==> config.mk <==
export PLATFORM = sky130hd
export DESIGN_NAME = result_serializer_flat
export DESIGN_NICKNAME = d
export VERILOG_FILES = /design/src/rtl/matrix_pkg.sv /design/src/rtl/result_serializer_if.sv /design/src/rtl/result_elem_mux.sv /design/src/rtl/result_serializer.sv /design/src/flat_wrapper.sv
export SDC_FILE = /design/constraint.sdc
export NUM_CORES = 1
export LEC_CHECK = 0
export CAP_MARGIN = 0
export CORE_MARGIN = 1.5
export CORE_UTILIZATION = 49
export CTS_CLUSTER_DIAMETER = 60
export DETAILED_ROUTE_END_ITERATION = 7
export PLACE_DENSITY = 0.83
export SETUP_SLACK_MARGIN = 0.1
export SLEW_MARGIN = 20
export SYNTH_ARGS = -nofsm -noshare
export SYNTH_HDL_FRONTEND = slang
export SYNTH_HIERARCHICAL = 1
export SYNTH_SLANG_ARGS = --single-unit
==> constraint.sdc <==
create_clock -name clk -period 9.4 [get_ports clk]
set_input_delay 1.88 -clock clk [delete_from_list [all_inputs] [get_ports clk]]
set_output_delay 1.88 -clock clk [all_outputs]
set_load 0.02 [all_outputs]
==> src/rtl/matrix_pkg.sv <==
// Shared constants, state encoding and helpers for the packed 5x5 int8 matrix datapath.
package matrix_pkg;

  localparam int DIM    = 5;
  localparam int ELEM_W = 8;
  localparam int MAT_W  = DIM * DIM * ELEM_W;

  typedef enum logic {
    IDLE = 1'b0,
    SEND = 1'b1
  } ser_state_e;

  // Bit offset of elem(i,j) inside a packed matrix, row-major.
  function automatic int elem_off(input int i, input int j, input int dim, input int ew);
    return (i * dim + j) * ew;
  endfunction

  // Out-of-range sizes (0, >DIM) fall back to the full matrix.
  function automatic logic [2:0] clamp_size(input logic [2:0] s);
    if (s == 3'd0 || int'(s) > DIM) return 3'(DIM);
    return s;
  endfunction

endpackage

==> src/rtl/result_serializer_if.sv <==
// Valid/ready beat stream from result_serializer to the HPS bridge.
// With RESULT_PARITY_EN defined the stream carries an even-parity bit.
interface result_serializer_if #(
  parameter int ELEM_W = matrix_pkg::ELEM_W
);
  logic              out_valid;
  logic              out_ready;
  logic [ELEM_W-1:0] out_data;
  logic [2:0]        out_row;
  logic [2:0]        out_col;
  logic              out_last;
`ifdef RESULT_PARITY_EN
  logic              out_parity;
`endif

  modport master (
    output out_valid, out_data, out_row, out_col, out_last,
`ifdef RESULT_PARITY_EN
    output out_parity,
`endif
    input  out_ready
  );

  modport slave (
    input  out_valid, out_data, out_row, out_col, out_last,
`ifdef RESULT_PARITY_EN
    input  out_parity,
`endif
    output out_ready
  );
endinterface

==> src/rtl/result_elem_mux.sv <==
// Combinational DIM*DIM:1 element selector (matrix, row, col) -> element.
// Shared with the operand loader, so it carries its own size parameters.
module result_elem_mux
  import matrix_pkg::*;
#(
  parameter int P_DIM    = DIM,
  parameter int P_ELEM_W = ELEM_W
) (
  input  logic [P_DIM*P_DIM*P_ELEM_W-1:0] mat_i,
  input  logic [2:0]                      row_i,
  input  logic [2:0]                      col_i,
  output logic [P_ELEM_W-1:0]             elem_o
);
  localparam int N_ELEM = P_DIM * P_DIM;
  localparam int IDX_W  = $clog2(N_ELEM);

  logic [P_ELEM_W-1:0] elems [N_ELEM];
  logic [IDX_W-1:0]    idx;

  for (genvar i = 0; i < P_DIM; i++) begin : g_row
    for (genvar j = 0; j < P_DIM; j++) begin : g_col
      assign elems[i*P_DIM+j] = mat_i[elem_off(i, j, P_DIM, P_ELEM_W) +: P_ELEM_W];
    end
  end

  always_comb begin
    idx    = IDX_W'(row_i) * IDX_W'(P_DIM) + IDX_W'(col_i);
    elem_o = '0;
    if (int'(idx) < N_ELEM) elem_o = elems[idx];
  end
endmodule

==> src/rtl/result_serializer.sv <==
// Captures a packed result matrix on load and streams its NxN top-left submatrix row-major.
// RESULT_PARITY_EN adds out_parity (even parity of out_data) to the stream interface.
module result_serializer
  import matrix_pkg::*;
(
  input  logic                      clk,
  input  logic                      rst_n,
  input  logic                      load,
  input  logic [MAT_W-1:0]          matrix_in,
  input  logic                      ovf_in,
  input  logic [2:0]                size_in,
  result_serializer_if.master       out_if,
  output logic                      ovf_out,
  output logic                      busy,
  output logic                      done
);
  ser_state_e       state_q, state_d;
  logic [MAT_W-1:0] mat_q, mat_d;
  logic [2:0]       size_q, size_d;
  logic [2:0]       row_q, row_d;
  logic [2:0]       col_q, col_d;
  logic             ovf_q, ovf_d;
  logic             done_q, done_d;

  logic [ELEM_W-1:0] elem;
  logic              sending, last_col, last_beat, hs, last_hs, accept;

  assign sending   = (state_q == SEND);
  assign last_col  = (col_q == size_q - 3'd1);
  assign last_beat = sending && last_col && (row_q == size_q - 3'd1);
  assign hs        = sending && out_if.out_ready;
  assign last_hs   = hs && last_beat;
  // A load on the final handshake chains straight into the next matrix.
  assign accept    = load && (!sending || last_hs);

  result_elem_mux #(.P_DIM(DIM), .P_ELEM_W(ELEM_W)) u_mux (
    .mat_i  (mat_q),
    .row_i  (row_q),
    .col_i  (col_q),
    .elem_o (elem)
  );

  always_comb begin
    state_d = state_q;
    mat_d   = mat_q;
    size_d  = size_q;
    row_d   = row_q;
    col_d   = col_q;
    ovf_d   = ovf_q;
    done_d  = last_hs;
    if (accept) begin
      state_d = SEND;
      mat_d   = matrix_in;
      size_d  = clamp_size(size_in);
      ovf_d   = ovf_in;
      row_d   = '0;
      col_d   = '0;
    end else if (hs) begin
      if (last_beat) begin
        state_d = IDLE;
        row_d   = '0;
        col_d   = '0;
      end else if (last_col) begin
        col_d = '0;
        row_d = row_q + 3'd1;
      end else begin
        col_d = col_q + 3'd1;
      end
    end
  end

  always_ff @(posedge clk or negedge rst_n) begin
    if (!rst_n) begin
      state_q <= IDLE;
      mat_q   <= '0;
      size_q  <= '0;
      row_q   <= '0;
      col_q   <= '0;
      ovf_q   <= 1'b0;
      done_q  <= 1'b0;
    end else begin
      state_q <= state_d;
      mat_q   <= mat_d;
      size_q  <= size_d;
      row_q   <= row_d;
      col_q   <= col_d;
      ovf_q   <= ovf_d;
      done_q  <= done_d;
    end
  end

  assign out_if.out_valid = sending;
  assign out_if.out_data  = sending ? elem : '0;
  assign out_if.out_row   = row_q;
  assign out_if.out_col   = col_q;
  assign out_if.out_last  = last_beat;
`ifdef RESULT_PARITY_EN
  assign out_if.out_parity = sending ? ^elem : 1'b0;
`endif

  assign ovf_out = ovf_q;
  assign busy    = sending;
  assign done    = done_q;
endmodule

==> src/flat_wrapper.sv <==
// flat-port wrapper written by rule: the top's interface ports become plain ports
module result_serializer_flat import matrix_pkg::*;
  (clk, rst_n, load, matrix_in, ovf_in, size_in, ovf_out, busy, done, out_if_out_valid, out_if_out_data, out_if_out_row, out_if_out_col, out_if_out_last, out_if_out_ready);
  result_serializer_if out_if_i ();
  input  logic clk;
  input  logic rst_n;
  input  logic load;
  input  logic [MAT_W-1:0] matrix_in;
  input  logic ovf_in;
  input  logic [2:0] size_in;
  output logic ovf_out;
  output logic busy;
  output logic done;
  output wire logic [$bits(out_if_i.out_valid)-1:0] out_if_out_valid;
  output wire logic [$bits(out_if_i.out_data)-1:0] out_if_out_data;
  output wire logic [$bits(out_if_i.out_row)-1:0] out_if_out_row;
  output wire logic [$bits(out_if_i.out_col)-1:0] out_if_out_col;
  output wire logic [$bits(out_if_i.out_last)-1:0] out_if_out_last;
  input wire logic [$bits(out_if_i.out_ready)-1:0] out_if_out_ready;
  assign out_if_out_valid = out_if_i.out_valid;
  assign out_if_out_data = out_if_i.out_data;
  assign out_if_out_row = out_if_i.out_row;
  assign out_if_out_col = out_if_i.out_col;
  assign out_if_out_last = out_if_i.out_last;
  assign out_if_i.out_ready = out_if_out_ready;
  result_serializer u_core (.clk(clk), .rst_n(rst_n), .load(load), .matrix_in(matrix_in), .ovf_in(ovf_in), .size_in(size_in), .out_if(out_if_i), .ovf_out(ovf_out), .busy(busy), .done(done));
endmodule
==> impl_results.md <==
- Sw Share: 36.1%
- Sequential cell area fraction in the yosys report: 52.4%
- P_leak: 6.06 nW
- Least-Margin Pin Slew: 1050 ps
- Initial antenna violation count: 0
- Vias: 6,365
- GRT Total Usage: 22.9%
- Clock Power Share: 19.7%
- Layout cells sized above 1: 15.1%
- Placement Cell Area: 0.0125 mm^2
- Commonest cells after routing, fill and taps aside: clkdlybuf4s50_1, dfrtp_1, mux2_1
- Post-CTS Setup Inserts: 0
- Hold_buf cts: 0
- Flop2flop setup slack: 5390 ps
- Warnings from Yosys: 6
- Synthesis-stage register bit count: 212
- Starting Density: 50.0%
- Core ar.: 0.0202 mm^2
- Crit share post-route: 65.4%
- Final setup fails: 0
- CP Data Required Time: 7520 ps
- CP Buf/Inv Count: 1
- Net Switching: 1.80 mW
- Power Density: 374 mW/mm^2
- Max Cap Viol: 0
- Final non-filler cell total: 1,173
- Top_reg_cell synth: dfrtp_1
- EDFF count, synth: 0
- Clk sinks: 212
- Diode count: 0
- Vias per cell: 5.43
- Largest net degree at the start of global routing: 84
- Initial DRT Pass Iterations: 4
- Crit-path leading delay family: adder cells
- Async set-reset flop share out of synthesis: 100%
- Placed Instances: 1,129
- Syn Nets: 890
- Crit path DAT: 4270 ps
- CTS tree: built
- Max Slew Vio Count: 0
- Crit path max fanout: 19
- Most frequent cell on the critical path: ha_1
- Port Buffers: 226
- Cells after Synth: 670
- FMAX: 0.163 GHz
- Worst path cell trace: ha_1 -> ha_1 -> fa_1 -> or3_1 -> nor3b_1 -> a31oi_1 -> mux2i_1 -> and2_1 -> clkdlybuf4s50_1
- WS Path Type: reg2out
- Routed WL: 23.9 mm
- TNS Setup: 0 ps
- First-pass GRT wire length: 38.1 mm
- Final GP Congestion: 0.836
- # resized after CTS: 0
- Status: finished, final reports clean
- GRT overflow: 0
- Final nets: 1,105
- I/O pin cnt: 227
- Commonest non-fill, non-tap cell in the layout: clkdlybuf4s50_1
- Post-layout minimum cycle time: 6150 ps
- Rel. slew slack: 30.1%
- Clock buffer count from CTS: 24
- H-Tree Depth: 1
- CP Capture Type: output pin
- Clock latency on the worst-skew pair: 520 ps
- Clock slew at reported path FFs: 60 ps
- Combinational Power Share: 49.7%
- Post-route DRC: 0
- Sequential share of power: 30.6%
- Die height: 147 um
- Die ar.: 0.0215 mm^2
- Routed Antenna Nets: 0
- Int Pwr: 3.20 mW
- CTS root buf: clkbuf_16
- CTS max path bufs: 3
- Unrepaired setup endpoints after global routing: false
- Post-DP HPWL: 16.9 mm
- Max stage delay on crit path: 750 ps
- Initial detailed-routing violation count: 217
- Design area: 0.0134 mm^2
- Worst min path class: reg2reg
- Post-synthesis instance area: 0.0101 mm^2
- DIE WIDTH: 147 um
- WL/cell: 20.4 um
- Distinct cell type count after synthesis: 40
- Area Overhead vs Synth: 32.1%
- Final Hold Viols: 0
- Post-Syn Area per Cell: 15.1 um^2
- Clock skew: 10.3 ps
- Row cnt: 52
- Maximum vdd drop: 0.218 mV
- CP max-delay cell: fa_1
- Critical Path Start Type: register
- Vias in the first global route: 6,652
-- kinds of logic after synthesis --
logic type / after synthesis / share of synthesized area [%]
AOI/OAI and AO/OA: 39 / 2.71
and+or+nand+nor: 51 / 2.93
buffers and inverters: 46 / 2.78
DFF: 212 / 52.4
adders and majority gates: 12 / 1.56
muxes: 300 / 36.2
xor gates and xnor gates: 10 / 1.40
-- power groups by stage --
stage	combinational, mW	clock [mW]	sequential (mW)
finish	2.48	0.987	1.53
global route	2.67	1.05	1.58
CTS	2.52	1.01	1.53
detailed placement	2.50	0	1.54
global placement	2.46	0	1.52
floorplan	1.77	0	1.47
-- flip-flops by register name, indices dropped and copies added (netlist names) --
signal,cells
u_core/mat_q,200
u_core/out_if.out_col,3
u_core/out_if.out_row,3
u_core/size_q,3
u_core/busy,1
u_core/done,1
u_core/ovf_out,1
-- layout make-up --
class,instances,area [um^2]
Inverter,4,15.0
Multi-Input combinational cell,412,4560
Clock inverter,10,138
Tap cell,270,338
Fill cell,1468,6860
Clock buffer,34,709
Timing Repair Buffer,231,2310
Sequential cell,212,5310
-- worst paths after layout --
kind,cells past startpoint,to,from
hold / removal,1,u_core/mat_q[19],u_core/mat_q[19]
hold reg to reg,1,u_core/mat_q[19],u_core/mat_q[19]
setup / recovery,9,out_if_out_data[2],u_core/out_if.out_row[0]
min in group asynchronous,1,u_core/mat_q[139],rst_n
max in group asynchronous,2,u_core/mat_q[24],rst_n
setup reg to reg,8,u_core/mat_q[1],u_core/size_q[0]
-- per-stage QoR --
stage / power [mW] / hold slack (ps) / setup WS [ps] / util, %
after CTS: 5.05 / 482 / 3240 / 66.1
final: 5.00 / 482 / 3250 / 66.1
after global routing: 5.29 / 493 / 2990 / 66.1
after global placement: 3.98 / 462 / 3860 / 61.9
after floorplan: 3.24 / 449 / 4630 / -
after detailed placement: 4.04 / 469 / 3810 / 61.9
-- cells in the mapped netlist (2+ instances only) --
| library cell | count | area share (%) |
|---|---|---|
| a31oi_1 | 12 | 0.74 |
| dfrtp_1 | 212 | 52 |
| buf_4 | 20 | 1.5 |
| a21oi_1 | 5 | 0.25 |
| inv_1 | 4 | 0.15 |
| clkbuf_1 | 5 | 0.19 |
| buf_2 | 14 | 0.69 |
| nor2b_1 | 6 | 0.37 |
| nand4_1 | 3 | 0.19 |
| nand2b_1 | 3 | 0.19 |
| xnor3_1 | 2 | 0.44 |
| nor3b_1 | 9 | 0.67 |
| o21bai_1 | 2 | 0.15 |
| mux4_2 | 32 | 7.1 |
| xor2_1 | 5 | 0.43 |
| mux2_1 | 158 | 18 |
| buf_1 | 2 | 0.074 |
| mux2i_1 | 58 | 5.7 |
| ha_1 | 11 | 1.4 |
| mux2_2 | 52 | 5.8 |
| nor2_1 | 4 | 0.15 |
| o22ai_1 | 2 | 0.12 |
| a22oi_1 | 13 | 0.96 |
| and2_1 | 9 | 0.56 |
| nand2_1 | 12 | 0.44 |
-- worst register-to-register path: cells and delay by family (launching register included) --
family | cells | cell delay (ps)
compound gates | 1 | 660
xor+xnor | 1 | 290
fa+ha+maj | 1 | 350
buf+inv | 3 | 1520
flops | 1 | 410
mux | 1 | 430
simple gates | 1 | 230
-- routing by layer --
layer  GRT usage [%]  share of wire [%]  vias up
met5               0                  0        -
met1            32.3                 44     3206
met2            36.6                 47      212
met4            4.44                1.7        0
li1                -                  -     2915
met3            5.28                7.0       32
(Power assumes the default switching activity.)
